<file path="src/rtl/reg_display_pkg.sv">
// Shared constants for the register display scanner: register indices and hex glyphs.
// Latency: n/a (package only).
// Backpressure: n/a.
//
// Contents:
//   REG_A0..REG_RA : sel encodings for the four CPU debug taps
//   SEG7_GLYPH     : active-high {g,f,e,d,c,b,a} patterns for hex digits 0-F
package reg_display_pkg;

   localparam logic [1:0] REG_A0 = 2'd0;
   localparam logic [1:0] REG_V0 = 2'd1;
   localparam logic [1:0] REG_SP = 2'd2;
   localparam logic [1:0] REG_RA = 2'd3;

   // Packed so that SEG7_GLYPH[n] is the glyph for hex digit n; element 15 is listed first.
   localparam logic [15:0][6:0] SEG7_GLYPH = {
      7'h71, 7'h79, 7'h5E, 7'h39,   // F E d C
      7'h7C, 7'h77, 7'h6F, 7'h7F,   // b A 9 8
      7'h07, 7'h7D, 7'h6D, 7'h66,   // 7 6 5 4
      7'h4F, 7'h5B, 7'h06, 7'h3F    // 3 2 1 0
   };

endpackage

</file>
<file path="src/rtl/hex_to_seg7.sv">
// Hex nibble to 7-segment pattern decoder, active-high {g,f,e,d,c,b,a}.
// Latency: combinational, 0 cycles.
// Backpressure: none.
//
// Ports:
//   nibble : hex value 0-F to display
//   seg7   : active-high segment pattern, bit 0 = segment a
module hex_to_seg7
   import reg_display_pkg::*;
(
   input  logic [3:0] nibble,
   output logic [6:0] seg7
);

   assign seg7 = SEG7_GLYPH[nibble];

endmodule

</file>
<file path="src/rtl/reg_display_scanner.sv">
// Multiplexed 4-digit 7-segment scanner showing one of four CPU debug taps, button-selected.
// Latency: an/seg lag the internal digit counter by 1 cycle; a new value appears at the next frame.
// Backpressure: none; free-running scan, the button is sampled continuously.
//
// Ports:
//   clk, reset       : system clock, synchronous active-high reset
//   a0, v0, sp, ra   : 16-bit CPU register taps
//   btn_next         : raw asynchronous push-button, high = pressed
//   sel              : selected register index (0=a0 1=v0 2=sp 3=ra)
//   an               : one-hot digit enables, an[0] = rightmost digit (ACTIVE_LOW polarity)
//   seg              : {dp,g,f,e,d,c,b,a} (ACTIVE_LOW polarity); dp marks digit index == sel
module reg_display_scanner
   import reg_display_pkg::*;
#(
   parameter int SCAN_DIV        = 100000,
   parameter int DEBOUNCE_CYCLES = 1000000,
   parameter bit ACTIVE_LOW      = 1'b1
) (
   input  logic        clk,
   input  logic        reset,
   input  logic [15:0] a0,
   input  logic [15:0] v0,
   input  logic [15:0] sp,
   input  logic [15:0] ra,
   input  logic        btn_next,
   output logic [1:0]  sel,
   output logic [3:0]  an,
   output logic [7:0]  seg
);

   localparam int SCAN_W = $clog2(SCAN_DIV);
   localparam int DB_W   = $clog2(DEBOUNCE_CYCLES);

   localparam logic [SCAN_W-1:0] SCAN_LAST = SCAN_W'(SCAN_DIV - 1);
   localparam logic [DB_W-1:0]   DB_LAST   = DB_W'(DEBOUNCE_CYCLES - 1);

   // XOR masks applied in the output register to reach board polarity.
   localparam logic [3:0] AN_INV  = ACTIVE_LOW ? 4'hF  : 4'h0;
   localparam logic [7:0] SEG_INV = ACTIVE_LOW ? 8'hFF : 8'h00;

   localparam logic [3:0] AN_RESET  = AN_INV ^ 4'b0001;
   localparam logic [7:0] SEG_RESET = SEG_INV ^ {1'b0, SEG7_GLYPH[0]};

   // ---------------------------------------------------------------
   // Button path
   // ---------------------------------------------------------------
   logic            sync1;
   logic            sync2;
   logic [1:0]      sync_primed;
   logic            db_level;
   logic [DB_W-1:0] db_cnt;
   logic            armed;
   logic            db_accept;
   logic            db_rise;

   assign db_accept = (sync2 != db_level) && (db_cnt == DB_LAST);
   assign db_rise   = db_accept && sync2 && armed;

   always_ff @(posedge clk) begin
      if (reset) begin
         sync1       <= 1'b0;
         sync2       <= 1'b0;
         sync_primed <= 2'b00;
         db_level    <= 1'b0;
         db_cnt      <= '0;
         armed       <= 1'b0;
         sel         <= REG_A0;
      end else begin
         sync1       <= btn_next;
         sync2       <= sync1;
         // Marks when sync2 holds a real sample instead of its reset zero.
         sync_primed <= {sync_primed[0], 1'b1};

         // Count only while the synchronized level disagrees with the accepted level.
         if (sync2 == db_level) begin
            db_cnt <= '0;
         end else if (db_cnt == DB_LAST) begin
            db_cnt   <= '0;
            db_level <= sync2;
         end else begin
            db_cnt <= db_cnt + DB_W'(1);
         end

         // A button held through reset must be seen released before a press counts.
         if (sync_primed[1] && !sync2 && !db_level) begin
            armed <= 1'b1;
         end

         if (db_rise) begin
            sel <= sel + 2'd1;
         end
      end
   end

   // ---------------------------------------------------------------
   // Scan, snapshot and output register
   // ---------------------------------------------------------------
   logic [SCAN_W-1:0] scan_cnt;
   logic [1:0]        digit;
   logic [1:0]        sel_prev;
   logic [15:0]       snapshot;
   logic [15:0]       sel_value;
   logic              scan_last;
   logic              frame_wrap;
   logic [3:0]        nibble;
   logic [6:0]        glyph;

   always_comb begin
      sel_value = a0;
      case (sel)
         REG_A0:  sel_value = a0;
         REG_V0:  sel_value = v0;
         REG_SP:  sel_value = sp;
         REG_RA:  sel_value = ra;
         default: sel_value = a0;
      endcase
   end

   assign scan_last  = (scan_cnt == SCAN_LAST);
   assign frame_wrap = scan_last && (digit == 2'd3);
   assign nibble     = snapshot[{digit, 2'b00} +: 4];

   hex_to_seg7 u_hex_to_seg7 (
      .nibble (nibble),
      .seg7   (glyph)
   );

   always_ff @(posedge clk) begin
      if (reset) begin
         scan_cnt <= '0;
         digit    <= 2'd0;
         sel_prev <= REG_A0;
         snapshot <= 16'h0000;
         an       <= AN_RESET;
         seg      <= SEG_RESET;
      end else begin
         scan_cnt <= scan_last ? '0 : scan_cnt + SCAN_W'(1);
         if (scan_last) begin
            digit <= digit + 2'd1;
         end

         // A sel change reloads one cycle later; if it coincided with a frame wrap,
         // the wrap captured the old register and this reload corrects it.
         sel_prev <= sel;
         if ((sel != sel_prev) || frame_wrap) begin
            snapshot <= sel_value;
         end

         // an and seg come from the same digit value, so they always agree.
         an  <= AN_INV ^ (4'b0001 << digit);
         seg <= SEG_INV ^ {(digit == sel), glyph};
      end
   end

endmodule

</file>
<file path="config.mk">
export PLATFORM = sky130hd
export DESIGN_NAME = reg_display_scanner
export DESIGN_NICKNAME = d
export VERILOG_FILES = /design/src/rtl/reg_display_pkg.sv /design/src/rtl/hex_to_seg7.sv /design/src/rtl/reg_display_scanner.sv
export SDC_FILE = /design/constraint.sdc
export NUM_CORES = 1
export LEC_CHECK = 0
export ABC_AREA = 1
export ABC_CLOCK_PERIOD_IN_PS = 2100
export CORE_ASPECT_RATIO = 1.75
export CORE_MARGIN = 2
export CORE_UTILIZATION = 47
export DETAILED_ROUTE_END_ITERATION = 7
export PLACE_DENSITY = 0.74
export RECOVER_POWER = 100
export SLEW_MARGIN = 20
export SYNTH_ARGS = -nofsm -noshare
export SYNTH_HDL_FRONTEND = slang
export SYNTH_HIERARCHICAL = 1
export SYNTH_SLANG_ARGS = --single-unit
</file>
<file path="constraint.sdc">
create_clock -name clk -period 2.1 [get_ports clk]
set_input_delay 0.42 -clock clk [delete_from_list [all_inputs] [get_ports clk]]
set_output_delay 0.42 -clock clk [all_outputs]
set_load 0.01 [all_outputs]
</file>
==> results of run 1 <==
==> flip-flops by register name, summed over array words and instances, names as in the netlist <==
name         flops
db_cnt          20
sel_prev         2
snapshot        16
sync2            1
digit            2
seg              8
sync1            1
sel              2
sync_primed      2
db_level         1
an               4
armed            1
scan_cnt        17
==> power by group through the flow <==
stage	Clock, mW	Sequential [mW]	Combinational, mW
CTS	1.60	1.48	0.183
global placement	0	1.51	0.181
global route	1.67	1.48	0.198
finish	1.56	1.48	0.178
detailed placement	0	1.51	0.183
floorplan	0	1.51	0.0493
==> layout by cell type (no fill, tap or decap), types with 3 or more instances in the layout <==
master / synthesis / layout
inv_2: 9 / 8
nand3_1: 15 / 17
nand3_2: 5 / 3
a21oi_1: 15 / 15
nand2_2: 12 / 11
nand4_1: 22 / 23
nor3b_1: 3 / 3
xor2_1: 12 / 12
nor2_4: 8 / 7
o22ai_1: 4 / 4
o21ai_0: 26 / 31
clkdlybuf4s50_1: 0 / 65
nor2_1: 95 / 98
buf_4: 5 / 4
clkbuf_16: 0 / 9
or2_0: 3 / 3
inv_1: 51 / 52
ha_1: 17 / 17
xnor2_1: 3 / 3
dfxtp_1: 77 / 77
nor3_1: 8 / 10
dlygate4sd3_1: 0 / 15
nand2_1: 166 / 167
==> path summary, 6_finish.rpt <==
| check | startpoint | endpoint | slack, ns | cells past startpoint |
|---|---|---|---|---|
| hold / removal | sync1 | sync2 | 0.41 | 2 |
| setup / recovery | digit[1] | seg[3] | 0.15 | 10 |
| hold reg to reg | sync1 | sync2 | 0.41 | 2 |
| setup reg to reg | digit[1] | seg[3] | 0.15 | 10 |
==> through the flow <==
step | util [%] | hold WS (ns) | instance area (sq um)
2_1_floorplan | - | 0.3883 | 4128
6_report | 61.32 | 0.4122 | 5283
4_1_cts | 61.99 | 0.4110 | 5340
5_1_grt | 61.32 | 0.4233 | 5283
3_3_place_gp | 58.37 | 0.3958 | 5029
3_5_place_dp | 58.37 | 0.3998 | 5029
==> logic make-up (layout without fill, tap and decap cells) <==
logic type / Yosys count / after routing / share of synthesized area (%)
buffers and inverters: 82 / 164 / 8.245
DFF: 77 / 77 / 37.34
adders and majority gates: 17 / 17 / 5.153
xor gates and xnor gates: 15 / 15 / 3.183
and+or+nand+nor: 348 / 348 / 38.38
AOI/OAI and AO/OA: 57 / 57 / 7.699
==> layer usage <==
| metal | part of all wire, % | GRT usage [%] | vias up |
|---|---|---|---|
| met5 | 0 | 0 | - |
| met2 | 56 | 38.49 | 100 |
| met4 | 2.5 | 9.979 | 0 |
| met3 | 4.3 | 4.560 | 16 |
| li1 | - | - | 2039 |
| met1 | 38 | 20.46 | 1688 |
==> critical path: cells and delay by family (launching register included) <==
| kind | cells | cell delay (ns) |
|---|---|---|
| AO/OA/AOI/OAI | 3 | 0.51 |
| adder cells (fa/ha/maj) | 1 | 0.32 |
| buffers and inverters | 2 | 0.37 |
| flip-flops | 1 | 0.38 |
| AND/OR/NAND/NOR | 4 | 0.30 |
==> layout make-up <==
cell class | instances | area share [%]
timing repair buffer | 87 | 16.25
clock buffer | 11 | 4.784
inverter | 61 | 4.334
multi-input combinational | 437 | 41.57
clock inverter | 5 | 1.113
tap | 117 | 2.771
sequential | 77 | 29.18
==> Yosys cell counts (2+ instances only) <==
library cell | number | area share, %
buf_4 | 5 | 0.91
buf_2 | 5 | 0.61
nand2_1 | 166 | 15
xnor2_1 | 3 | 0.64
nor2_1 | 95 | 8.6
nor3b_1 | 3 | 0.55
o22ai_1 | 4 | 0.61
nor2_4 | 8 | 2.2
nor2_2 | 4 | 0.61
o21ai_1 | 6 | 0.73
dfxtp_1 | 77 | 37
inv_1 | 51 | 4.6
nand2_2 | 12 | 1.8
nor3_1 | 8 | 0.97
or2_0 | 3 | 0.45
xor2_1 | 12 | 2.5
nand4_1 | 22 | 3.3
nor3_2 | 2 | 0.49
o21ai_0 | 26 | 3.2
nand3_1 | 15 | 1.8
clkbuf_1 | 9 | 0.82
ha_1 | 17 | 5.2
a31oi_1 | 2 | 0.30
inv_2 | 9 | 0.82
nand3_2 | 5 | 1.2
a21oi_1 | 15 | 1.8
==> summary.txt, run 1 <==
RUN STATUS
--------------------------------------------------------------------------------------------------------
Run status                                                                                     completed

YOSYS
--------------------------------------------------------------------------------------------------------
Mapped cell area                                                                              4128 sq um
Number of synthesized register bits                                                                   77
Number of different library cells in the post-synthesis netlist                                       38
Number of enable-type register cells in the synthesized netlist                                        0
Mapped Nets                                                                                          680
Synth Warn #                                                                                           6
Mapped Cells                                                                                         596
Primary FF master, synth                                                                         dfxtp_1
Average cell area after synthesis                                                            6.926 sq um
Share of synthesized area occupied by flip-flops and latches                                      37.34%
Fraction of registers with async set/reset                                                            0%

TIMING
--------------------------------------------------------------------------------------------------------
Post-layout worst setup margin                                                                 0.1456 ns
Remaining max-slew budget at the tightest pin                                                     45.93%
Highest attainable clock frequency                                                             511.7 MHz
Setup total negative slack                                                                          0 ns
Hold violation count in the final report                                                               0
Transition time at the pin with the least slew margin                                          0.8110 ns
# setup viols final                                                                                    0
Final clock skew                                                                             0.008065 ns
Final number of max-transition violations                                                              0
Final critical path time including I/O delays and setup                                         1.954 ns
Final worst-path cycle share                                                                      93.07%
Setup repair after global routing missed its margin                                                false

FINAL LAYOUT
--------------------------------------------------------------------------------------------------------
Final-stage net count                                                                                757
Storage element area                                                                          1541 sq um
Fraction of final layout cells with drive strength greater than 1                                 8.112%
Diodes inserted                                                                                        0
Multi-input gate area                                                                         2196 sq um
Fin cells                                                                                            795
Relative area change from synthesis to final layout                                               27.98%
# fillers                                                                                            780

GLOBAL ROUTING
--------------------------------------------------------------------------------------------------------
Leftover overflow at the end of global routing                                                         0
Global-route usage over all layers                                                                20.66%
Number of global-route vias before repair                                                           3811
Maximum number of pins on one net before global-route repair                                          33
Wire length of the first global-routing pass                                                    15.62 mm
Initial antenna violation count                                                                        0

ROUTING
--------------------------------------------------------------------------------------------------------
Post-Route WL                                                                                   9.061 mm
Number of nets still failing antenna checks after routing                                              0
Detailed-route via count                                                                            3843
Avg Vias per Cell                                                                                  4.834
Post-detailed-route wirelength per cell                                                     11.40 microns
Post-detailed-route DRC marker count                                                                   0
1st-pass router iterations                                                                             4
Number of DRC markers after the initial detailed-route iteration                                     160

CRITICAL PATH
--------------------------------------------------------------------------------------------------------
Max stage delay on crit path                                                                     0.38 ns
Category of the worst setup path capture point                                                 flip-flop
Maximum fanout encountered on the critical timing path                                                 9
Crit path arrival time                                                                           2.22 ns
Max stage delay cell, worst path                                                                 dfxtp_1
Most prevalent standard cell on the critical path                                                nand2_1
Worst path cell trace                                                                       inv_1 -> o21ai_0 -> o22ai_1 -> inv_1 -> ha_1 -> nand2_1 -> o21ai_0 -> nand2_1 -> nand2_1 -> nor2_1
CP Class                                                                                    flip-flop to flip-flop
Startpoint type of the worst setup path                                                        flip-flop
Required arrival time at the worst endpoint                                                      2.37 ns

CLOCK NETWORK
--------------------------------------------------------------------------------------------------------
Post-CTS clock slew at the launch and capture registers of the worst setup and hold paths        0.06 ns
CTS H-tree depth                                                                                       3
Worst-skew pair later-pin latency                                                                0.33 ns
CTS root buf                                                                                   clkbuf_16
CTS Buf Count                                                                                          9
CTS max path bufs                                                                                      2
CTS Hold Bufs                                                                                          0
Number of gates given a new drive strength after cts                                                   0
Clock tree from TritonCTS                                                                            yes
Setup Buffers After CTS                                                                                0
Number of sinks on the clock net                                                                      77

FLOORPLAN
--------------------------------------------------------------------------------------------------------
Die W                                                                                       74.84 microns
Number of placement rows                                                                              45
Die area                                                                                      9577 sq um
Core Footprint                                                                                8615 sq um
I/O pin count                                                                                         81
Effective utilization at floorplan                                                                47.92%
Die outline height                                                                          128.0 microns

PLACED DESIGN
--------------------------------------------------------------------------------------------------------
Worst setup slack before clock tree synthesis                                                  0.1845 ns
HPWL Detailed                                                                                   7.193 mm
Final weighted congestion in routability-driven placement                                         0.8678
Count of buffers from port buffering                                                                  80
Placed cells                                                                                         779

POWER
--------------------------------------------------------------------------------------------------------
Proportion of power drawn by combinational gates                                                    5.5%
Switching component of the power                                                               0.6387 mW
Internal                                                                                        2.580 mW
Switch share                                                                                      19.84%
Leakage power figure                                                                            1.968 nW
Power per standard cell area                                                                609.2 nW/um^2
Peak supply drop                                                                                477.3 uV
Portion of total power attributed to the clock network                                             48.5%
PnR Total Power                                                                                 3.218 mW
Share of power burned in registers                                                                 46.0%

JOB
--------------------------------------------------------------------------------------------------------
Max Cap Violations                                                                                     0

MIN PATH
--------------------------------------------------------------------------------------------------------
Type of the worst min-delay path                                                            flip-flop to flip-flop

No activity file was read; power rests on OpenSTA's default activity.
==> run 2: changes to the inputs <==
--- a/config.mk
+++ b/config.mk
@@ -6,12 +6,12 @@
 export NUM_CORES = 1
 export LEC_CHECK = 0
 export ABC_AREA = 1
-export ABC_CLOCK_PERIOD_IN_PS = 2100
+export ABC_CLOCK_PERIOD_IN_PS = 1800
 export CORE_ASPECT_RATIO = 1.75
 export CORE_MARGIN = 2
-export CORE_UTILIZATION = 47
+export CORE_UTILIZATION = 52
 export DETAILED_ROUTE_END_ITERATION = 7
-export PLACE_DENSITY = 0.74
+export PLACE_DENSITY = 0.77
 export RECOVER_POWER = 100
 export SLEW_MARGIN = 20
 export SYNTH_ARGS = -nofsm -noshare
==> constraint.sdc (replaced) <==
create_clock -name clk -period 1.8 [get_ports clk]
set_input_delay 0.36 -clock clk [delete_from_list [all_inputs] [get_ports clk]]
set_output_delay 0.36 -clock clk [all_outputs]
set_load 0.01 [all_outputs]
==> summary.txt, run 2 (synthesis gave the netlist of run 1 again) <==
RUN STATUS
--------------------------------------------------------------------------------------------------------
Run status                                                                                     completed

CRITICAL PATH
--------------------------------------------------------------------------------------------------------
Depth of the worst register-to-register path                                                          10
Maximum fanout encountered on the critical timing path                                                 5
Launching point of the worst reg2reg path                                                       digit[0]
Reg-to-reg endpoint                                                                               seg[3]
Required arrival time at the worst endpoint                                                      1.44 ns
Crit path arrival time                                                                           1.38 ns
Category of the worst setup path capture point                                              primary output
Setup slack, reg-to-reg                                                                          0.09 ns
Startpoint type of the worst setup path                                                        flip-flop
CP Class                                                                                    flip-flop to primary output

FINAL LAYOUT
--------------------------------------------------------------------------------------------------------
Number of flip-flops under the largest register name                                                  20
Fraction of final layout cells with drive strength greater than 1                                 11.55%
Commonest non-fill, non-tap cell in the layout                                                   nand2_1
Relative area change from synthesis to final layout                                               30.34%
Top flop regs                                                                               db_cnt: 20 flops, scan_cnt: 17 flops, snapshot: 16 flops
# fillers                                                                                            645
Register with the most flip-flops                                                                 db_cnt
Highest-count cells in the layout ignoring fill and taps                                    nand2_1 (167), nor2_1 (96), dfxtp_1 (74)
Final core utilization                                                                            68.97%
Multi-input gate area                                                                         2252 sq um
Fin cells                                                                                            774
Storage element area                                                                          1548 sq um
Final-stage net count                                                                                763
Diodes inserted                                                                                        0

TIMING
--------------------------------------------------------------------------------------------------------
Final critical path time including I/O delays and setup                                         1.740 ns
Final number of max-transition violations                                                              0
Transition time at the pin with the least slew margin                                          0.6036 ns
Final worst-path cycle share                                                                      96.68%
Highest attainable clock frequency                                                             574.6 MHz
Tightest hold margin                                                                           0.4177 ns
Final clock skew                                                                             0.008287 ns
Remaining max-slew budget at the tightest pin                                                     59.76%
Hold violation count in the final report                                                               0
# setup viols final                                                                                    0

FLOORPLAN
--------------------------------------------------------------------------------------------------------
I/O pin count                                                                                         81
Core Footprint                                                                                7801 sq um
Number of placement rows                                                                              43
Effective utilization at floorplan                                                                52.91%
Die area                                                                                      8695 sq um
Die outline height                                                                          121.9 microns
Die W                                                                                       71.35 microns

PLACED DESIGN
--------------------------------------------------------------------------------------------------------
Final weighted congestion in routability-driven placement                                         0.9106
Placed cells                                                                                         756
HPWL Detailed                                                                                   7.513 mm
Count of buffers from port buffering                                                                  80

CLOCK NETWORK
--------------------------------------------------------------------------------------------------------
Clock tree from TritonCTS                                                                            yes
Number of sinks on the clock net                                                                      77
CTS H-tree depth                                                                                       3
Worst-skew pair later-pin latency                                                                0.34 ns
CTS Hold Bufs                                                                                          0
Post-CTS clock slew at the launch and capture registers of the worst setup and hold paths        0.06 ns
CTS max path bufs                                                                                      2
CTS root buf                                                                                   clkbuf_16
CTS Buf Count                                                                                          9

GLOBAL ROUTING
--------------------------------------------------------------------------------------------------------
Maximum number of pins on one net before global-route repair                                          33
Number of global-route vias before repair                                                           3966
Wire length of the first global-routing pass                                                    16.73 mm
Leftover overflow at the end of global routing                                                         0
Global Route met2 Usage                                                                           48.32%
Most utilized layer in the global route result                                                      met2
Initial antenna violation count                                                                        0
Met3 usage in global routing                                                                      4.301%
Global-route usage over all layers                                                                23.95%
M1 GR Usage                                                                                       22.20%

ROUTING
--------------------------------------------------------------------------------------------------------
Detailed-route via count                                                                            3993
Number of nets still failing antenna checks after routing                                              0
Post-detailed-route wirelength per cell                                                     12.58 microns
Avg Vias per Cell                                                                                  5.159
Post-Route WL                                                                                   9.735 mm
1st-pass router iterations                                                                             6
Number of DRC markers after the initial detailed-route iteration                                     178
Post-detailed-route DRC marker count                                                                   0

POWER
--------------------------------------------------------------------------------------------------------
Share of power burned in registers                                                                 45.4%
Internal                                                                                        3.041 mW
Switching component of the power                                                               0.7588 mW
Proportion of power drawn by combinational gates                                                    5.5%
Switch share                                                                                      19.97%
Portion of total power attributed to the clock network                                             49.1%
Peak supply drop                                                                                537.7 uV
Power per standard cell area                                                                706.3 nW/um^2
Leakage power figure                                                                            2.024 nW

MIN PATH
--------------------------------------------------------------------------------------------------------
Cell depth of the worst min-delay path                                                                 2
Type of the worst min-delay path                                                            flip-flop to flip-flop
Hold EP                                                                                            sync2
Worst hold path startpoint                                                                         sync1

JOB
--------------------------------------------------------------------------------------------------------
Max Cap Violations                                                                                     0

-- run 2: cell count changes in the layout (fill, tap and decap cells not counted), sizes merged --
cell,delta
clkinvlp,-2
clkdlybuf4s50,+2
dlygate4sd3,-2
clkinv,+1
buf,+7
-- run 2: per-stage QoR --
| stage | total power [mW] | instance area, sq um | setup WS (ns) | TNS (ns) |
|---|---|---|---|---|
| floorplan | 1.820 | 4145 | 0.0003139 | 0 |
| global placement | 1.974 | 5050 | 0.09058 | 0 |
| detailed placement | 1.977 | 5050 | -0.04288 | -0.04288 |
| CTS | 3.818 | 5364 | 0.002121 | 0 |
| global route | 3.907 | 5380 | -0.02368 | -0.02368 |
| finish | 3.800 | 5380 | 0.05975 | 0 |
-- run 2: per-layer routing --
| layer | routed length, microns | share of wire, % |
|---|---|---|
| met3 | 376 | 3.9 |
| met5 | 0 | 0 |
| met4 | 259 | 2.7 |
| met1 | 3542 | 36 |
| met2 | 5556 | 57 |
-- run 2: worst max-delay path by stage --
| stage | endpoint | depth (start not counted) | startpoint | slack, ns |
|---|---|---|---|---|
| 2_1_floorplan | seg[3] | 12 | digit[0] | 0.0003 |
| 3_3_place_gp | db_cnt[14] | 5 | reset | 0.09 |
| 3_5_place_dp | seg[3] | 10 | digit[0] | -0.04 |
| 4_1_cts | seg[1] | 8 | digit[1] | 0.002 |
| 5_1_grt | seg[3] | 10 | digit[0] | -0.02 |
| 6_report | sel[0] | 2 | sel[0] | 0.06 |
-- run 2: layout make-up --
cell class                      count  area share (%)
Timing Repair Buffer               93           17.19
Clock inverter                      4          0.8372
Sequential cell                    77           28.77
Clock buffer                       12           4.953
Tap cell                           90           2.093
Multi-Input combinational cell    437           41.86
Inverter                           61           4.302
-- run 2: worst max-delay path, stage by stage (launching register included) --
cell and delay [ns]:
dfxtp_2 0.37, buf_4 0.15, clkdlybuf4s50_1 0.53
-- run 2: power groups by stage --
stage | registers, mW | logic (mW) | clock network, mW
6_report | 1.72 | 0.210 | 1.87
2_1_floorplan | 1.76 | 0.0575 | 0
4_1_cts | 1.73 | 0.214 | 1.88
3_5_place_dp | 1.76 | 0.213 | 0
3_3_place_gp | 1.76 | 0.211 | 0
5_1_grt | 1.73 | 0.233 | 1.95
-- run 2: timing repair --
action / CTS / global route
hold endpoints to repair: 0 / 0
endpoints found under the setup margin: 6 / 17
buffers inserted: 0 / 2
gates resized for setup: 4 / 9
pin swaps: 0 / 2
==> run 3: changes to the inputs <==
--- a/config.mk
+++ b/config.mk
@@ -11,6 +11,7 @@
 export CORE_MARGIN = 2
 export CORE_UTILIZATION = 52
 export DETAILED_ROUTE_END_ITERATION = 7
+export GPL_TIMING_DRIVEN = 0
 export PLACE_DENSITY = 0.77
 export RECOVER_POWER = 100
 export SLEW_MARGIN = 20
==> summary.txt, run 3 (synthesis gave the netlist of run 1 again) <==
RUN STATUS
--------------------------------------------------------------------------------------------------------
Run status                                                                                  finished with violations
Failing checks                                                                              setup timing

PLACED DESIGN
--------------------------------------------------------------------------------------------------------
Count of buffers from port buffering                                                                  79
Final weighted congestion in routability-driven placement                                         0.8171
Worst setup slack before clock tree synthesis                                                 -0.3328 ns
Post-detailed-placement cell area                                                             5049 sq um
HPWL Detailed                                                                                   7.756 mm

ROUTING
--------------------------------------------------------------------------------------------------------
Detailed-route via count                                                                            4022
Post-detailed-route DRC marker count                                                                   0
Avg Vias per Cell                                                                                  5.111
Post-detailed-route wirelength per cell                                                     12.36 microns
Post-Route WL                                                                                   9.729 mm
Routed wl met3                                                                               382 microns
Met2 WL post-DR                                                                                 5.703 mm
Highest signal layer in the routed design                                                           met4
Number of DRC markers after the initial detailed-route iteration                                     131
1st-pass router iterations                                                                             4
Wire length the detailed router placed on met1                                                  3.411 mm
Number of nets still failing antenna checks after routing                                              0

FINAL LAYOUT
--------------------------------------------------------------------------------------------------------
Number of flip-flops under the largest register name                                                  20
Commonest non-fill, non-tap cell in the layout                                                   nand2_1
Relative area change from synthesis to final layout                                               32.40%
Top flop regs                                                                               db_cnt: 20 flops, scan_cnt: 17 flops, snapshot: 16 flops
Fraction of final layout cells with drive strength greater than 1                                 14.49%
Final-stage net count                                                                                776
Highest-count cells in the layout ignoring fill and taps                                    nand2_1 (164), nor2_1 (94), clkdlybuf4s50_1 (79)
Diodes inserted                                                                                        0
Summed area of non-filler cells in the final layout                                           5465 sq um
Register with the most flip-flops                                                                 db_cnt

TIMING
--------------------------------------------------------------------------------------------------------
Final clock skew                                                                             0.003458 ns
Highest attainable clock frequency                                                             550.8 MHz
Remaining max-slew budget at the tightest pin                                                     68.51%
Final critical path time including I/O delays and setup                                         1.815 ns
Transition time at the pin with the least slew margin                                          0.4723 ns
Hold violation count in the final report                                                               0
Final number of max-transition violations                                                              0
Post-layout worst setup margin                                                               -0.01540 ns
# setup viols final                                                                                    1
Final worst-path cycle share                                                                      100.9%

MIN PATH
--------------------------------------------------------------------------------------------------------
Type of the worst min-delay path                                                            flip-flop to flip-flop
Worst hold path startpoint                                                                  sync_primed[0]

FLOORPLAN
--------------------------------------------------------------------------------------------------------
Effective utilization at floorplan                                                                52.91%
Die outline height                                                                          121.9 microns
Die area                                                                                      8695 sq um
Number of placement rows                                                                              43
Die W                                                                                       71.35 microns
I/O pin count                                                                                         81
Core Footprint                                                                                7801 sq um

CRITICAL PATH
--------------------------------------------------------------------------------------------------------
Launching point of the worst reg2reg path                                                       digit[0]
Max stage delay on crit path                                                                     0.38 ns
Maximum fanout encountered on the critical timing path                                                 9
Crit path arrival time                                                                           2.03 ns
Category of the worst setup path capture point                                                 flip-flop
Family of cells with the greatest summed delay on the critical path                         buffers and inverters
Buffers & Inverters on Critical Path                                                                   5
Startpoint type of the worst setup path                                                        flip-flop
Required arrival time at the worst endpoint                                                      2.01 ns
CP Class                                                                                    flip-flop to flip-flop
Worst Setup SP                                                                                  digit[0]
Worst path cell trace                                                                       inv_4 -> buf_8 -> buf_4 -> o21ai_0 -> o22ai_1 -> buf_4 -> inv_1 -> o21ai_0 -> nand2_1 -> nor2_1
Max stage delay cell, worst path                                                                 dfxtp_4

POWER
--------------------------------------------------------------------------------------------------------
Portion of total power attributed to the clock network                                             46.2%
Power per standard cell area                                                                659.0 nW/um^2
Leakage power figure                                                                            2.045 nW
PnR Total Power                                                                                 3.602 mW
Proportion of power drawn by combinational gates                                                    5.9%
Share of power burned in registers                                                                 47.9%
Switching component of the power                                                               0.7393 mW
Peak supply drop                                                                                519.2 uV
Switch share                                                                                      20.53%
Internal                                                                                        2.862 mW

GLOBAL ROUTING
--------------------------------------------------------------------------------------------------------
Wire length of the first global-routing pass                                                    16.18 mm
Number of global-route vias before repair                                                           3885
Global-route usage over all layers                                                                23.37%
Maximum number of pins on one net before global-route repair                                          13
Leftover overflow at the end of global routing                                                         0
Initial antenna violation count                                                                        0

CLOCK NETWORK
--------------------------------------------------------------------------------------------------------
Worst-skew pair later-pin latency                                                                0.33 ns
Number of sinks on the clock net                                                                      77
Clock tree from TritonCTS                                                                            yes
Post-CTS clock slew at the launch and capture registers of the worst setup and hold paths        0.06 ns
CTS Hold Bufs                                                                                          0
CTS max path bufs                                                                                      2
CTS root buf                                                                                   clkbuf_16
CTS Buf Count                                                                                          9
CTS H-tree depth                                                                                       3

JOB
--------------------------------------------------------------------------------------------------------
Max Cap Violations                                                                                     0

run 3: power groups by stage:
stage          clock network [mW]  logic (mW)  registers (mW)
3_3_place_gp                    0       0.212            1.76
2_1_floorplan                   0      0.0575            1.76
4_1_cts                      1.69       0.216            1.73
3_5_place_dp                    0       0.215            1.76
5_1_grt                      1.75       0.236            1.72
6_report                     1.66       0.213            1.72
run 3: layer usage:
layer	vias to the layer above	GRT usage (%)
li1	2072	-
met1	1827	21.87
met2	107	48.03
met3	16	3.805
met4	0	8.844
met5	-	0
run 3: through the flow:
step                hold slack [ns]  setup TNS (ns)  std cells  utilization (%)
CTS                          0.3284        -0.05455        788            69.56
floorplan                    0.3883               0        596                -
global route                 0.4290         -0.2239        787            70.06
finish                       0.4069        -0.01540        787            70.06
detailed placement           0.3983          -3.859        765            64.72
global placement             0.4007          -2.809        765            64.72
run 3: worst register-to-register path, delay by kind of cell, from the launching register on:
family	cells	cell delay (ns)
DFF	1	0.38
buffers and inverters	5	0.66
AOI/OAI and AO/OA	3	0.51
and+or+nand+nor	2	0.13
run 3: path summary, 6_finish.rpt:
| path | end | cells past startpoint | slack, ns |
|---|---|---|---|
| min reg2reg | sync_primed[1] | 2 | 0.41 |
| max | seg[2] | 10 | -0.02 |
| max reg2reg | seg[2] | 10 | -0.02 |
| min | sync_primed[1] | 2 | 0.41 |
run 3: area by class of cell:
class	count	area (sq um)
Buffer	16	107.6
Multi-Input combinational cell	437	2312
Tap cell	90	112.6
Sequential cell	77	1551
Clock inverter	4	22.52
Clock buffer	12	256.5
Inverter	61	235.2
Timing Repair Buffer	90	867.1
Fill cell	648	2336
run 3: what timing repair did:
action	4_1_cts	5_1_grt
buffers inserted	7	5
setup endpoints to repair	24	21
pin swaps	4	7
resized for setup	18	18
endpoints found under the hold margin	0	0
==> patch, RTL diff (flow settings as in run 1) <==
The parameter `SCAN_DIV` goes from 100000 to 400000.
--- a/src/rtl/reg_display_scanner.sv
+++ b/src/rtl/reg_display_scanner.sv
@@ -13,5 +13,5 @@
    import reg_display_pkg::*;
 #(
-   parameter int SCAN_DIV        = 100000,
+   parameter int SCAN_DIV        = 400000,
    parameter int DEBOUNCE_CYCLES = 1000000,
    parameter bit ACTIVE_LOW      = 1'b1
Behaviour: same outputs for any inputs over 10 cycles, from zero or initial values and one cycle with reset high; that may be too few to reach the edited logic, so the function may still have changed.
==> patch against run 1 <==
- cell area increased by 3.6%
- global-route usage up 2.5 points
- critical path depth did not move
- setup slack gained 0.022 ns
- power up 9.4%
- wire length is 15% higher
- area after synthesis grew 2.2%
- sequential cell count rose by 2
- clock power grew 17%
==> patch: results (changes against run 1) <==
place:
  dp_hpwl_um: 8140  # was 7190 µm
  port_buffers: 80  # unchanged
  dp_slack_ns: 0.181  # was 0.185 ns
  gp_congestion: 0.864  # was 0.868
finish:
  top_regs: "db_cnt: 20 flops, scan_cnt: 19 flops, snapshot: 16 flops"  # was db_cnt: 20 flops, scan_cnt: 17 flops, snapshot: 16 flops
  nNetsFinal: 775  # was 757
  drive_above_1_share_pct: 8.33  # was 8.11%
  fillers: 790  # was 780
synthesis:
  synth_fa_ha_area_share_pct: 5.04  # was 5.15%
  synth_xor_area_share_pct: 2.91  # was 3.18%
  ys_seq_area_share_pct: 37.5  # was 37.3%
  synthesis.nets: 691  # was 680
  yosysUniqueCellTypes: 33  # was 38
  synth_commonest_cells: "149 x nand2_1, 95 x nor2_1, 79 x dfxtp_1, 57 x inv_1, 33 x o21ai_0"  # was 166 x nand2_1, 95 x nor2_1, 77 x dfxtp_1, 51 x inv_1, 26 x o21ai_0
  synth_compound_area_share_pct: 11.2  # was 7.70%
clock_network:
  numCtsBuffers: 9  # unchanged
  clk_pin_slew_worst_paths_ns: 0.06  # about the same
route:
  drtIter0Drc: 153  # was 160
  drt_wl_total_um: 10500  # was 9060 µm
  drt_pass1_iterations: 6  # was 4
  num_vias: 4133  # was 3843
sta:
  finClkSkew_ns: 0.00735  # was 0.00806 ns
grt:
  grt_pass1_wl_um: 17600  # was 15600 µm
  grt_pass1_vias: 4171  # was 3811
  globalRouteTotalUtil_pct: 23.1  # was 20.7%
worst_setup_path:
  worstPathMaxFanout: 12  # was 9
outcome:
  status: "completed"  # unchanged
power:
  leakage_nw: 2.06  # was 1.97 nW
## patch: cell count changes after synthesis, moves of 7 or more
cell	change
a21oi_1	+11
a31oi_1	+10
nand2_1	-17
nand2_2	-8
nor3_1	+9
o21ai_0	+7
## patch: layer usage
metal  vias to the layer above  track usage, %  part of all wire, %
li1                       2112               -                    -
met1                      1885            22.0                   36
met2                       106            44.7                   57
met3                        30            4.82                  3.6
met4                         0            10.6                  3.4
met5                         -               0                    0
## patch: final timing paths
check                                      startpoint                 to  slack, ns
worst min register to register       sync1$_SDFF_PP0_   sync2$_SDFF_PP0_       0.42
worst max register to register  digit[0]$_SDFFE_PP0P_  seg[3]$_SDFF_PP0_       0.17
worst max-delay path            digit[0]$_SDFFE_PP0P_  seg[3]$_SDFF_PP0_       0.17
worst min-delay path                 sync1$_SDFF_PP0_   sync2$_SDFF_PP0_       0.42
## patch: logic make-up (layout without fill, tap and decap cells)
kind of cell | count (synthesis) | count (layout)
buffers and inverters | 84 | 173
adder cells (fa/ha/maj) | 17 | 17
AND/OR/NAND/NOR | 328 | 328
AO/OA/AOI/OAI | 85 | 85
XOR/XNOR | 14 | 14
flip-flops | 79 | 79
## patch: critical path, stage by stage, from the launching register on
cell	delay (ns)
dfxtp_1	0.37
buf_4	0.20
o21ai_0	0.09
o22ai_1	0.28
inv_1	0.16
ha_1	0.33
nand2_1	0.11
o21ai_0	0.11
nand2_1	0.09
nand2_1	0.05
nor2_1	0.08
## patch: report_power, final
group          switching (mW)  internal, mW  total, mW
clock network           0.593          1.22       1.82
logic                  0.0592         0.126      0.185
registers             0.00953          1.51       1.52
## patch: cell type report
class / count / area (µm²) / share of cell area (%)
clock inverter: 5 / 104 / 1.90
timing repair buffer: 93 / 895 / 16.4
multi-input combinational: 444 / 2250 / 41.1
clock buffer: 11 / 253 / 4.62
tap: 117 / 146 / 2.68
inverter: 64 / 244 / 4.46
sequential: 79 / 1580 / 28.9
## patch: per-stage QoR
| stage | util [%] | area, µm² | power [mW] | cells | hold slack [ns] |
|---|---|---|---|---|---|
| 6_report | 62.7 | 5470 | 3.52 | 813 | 0.416 |
| 5_1_grt | 62.7 | 5470 | 3.64 | 813 | 0.435 |
| 4_1_cts | 63.1 | 5510 | 3.55 | 813 | 0.412 |
| 3_5_place_dp | 59.0 | 5150 | 1.74 | 797 | 0.403 |
| 3_3_place_gp | 59.0 | 5150 | 1.74 | 797 | 0.389 |
| 2_1_floorplan | - | 4220 | 1.60 | 607 | 0.388 |
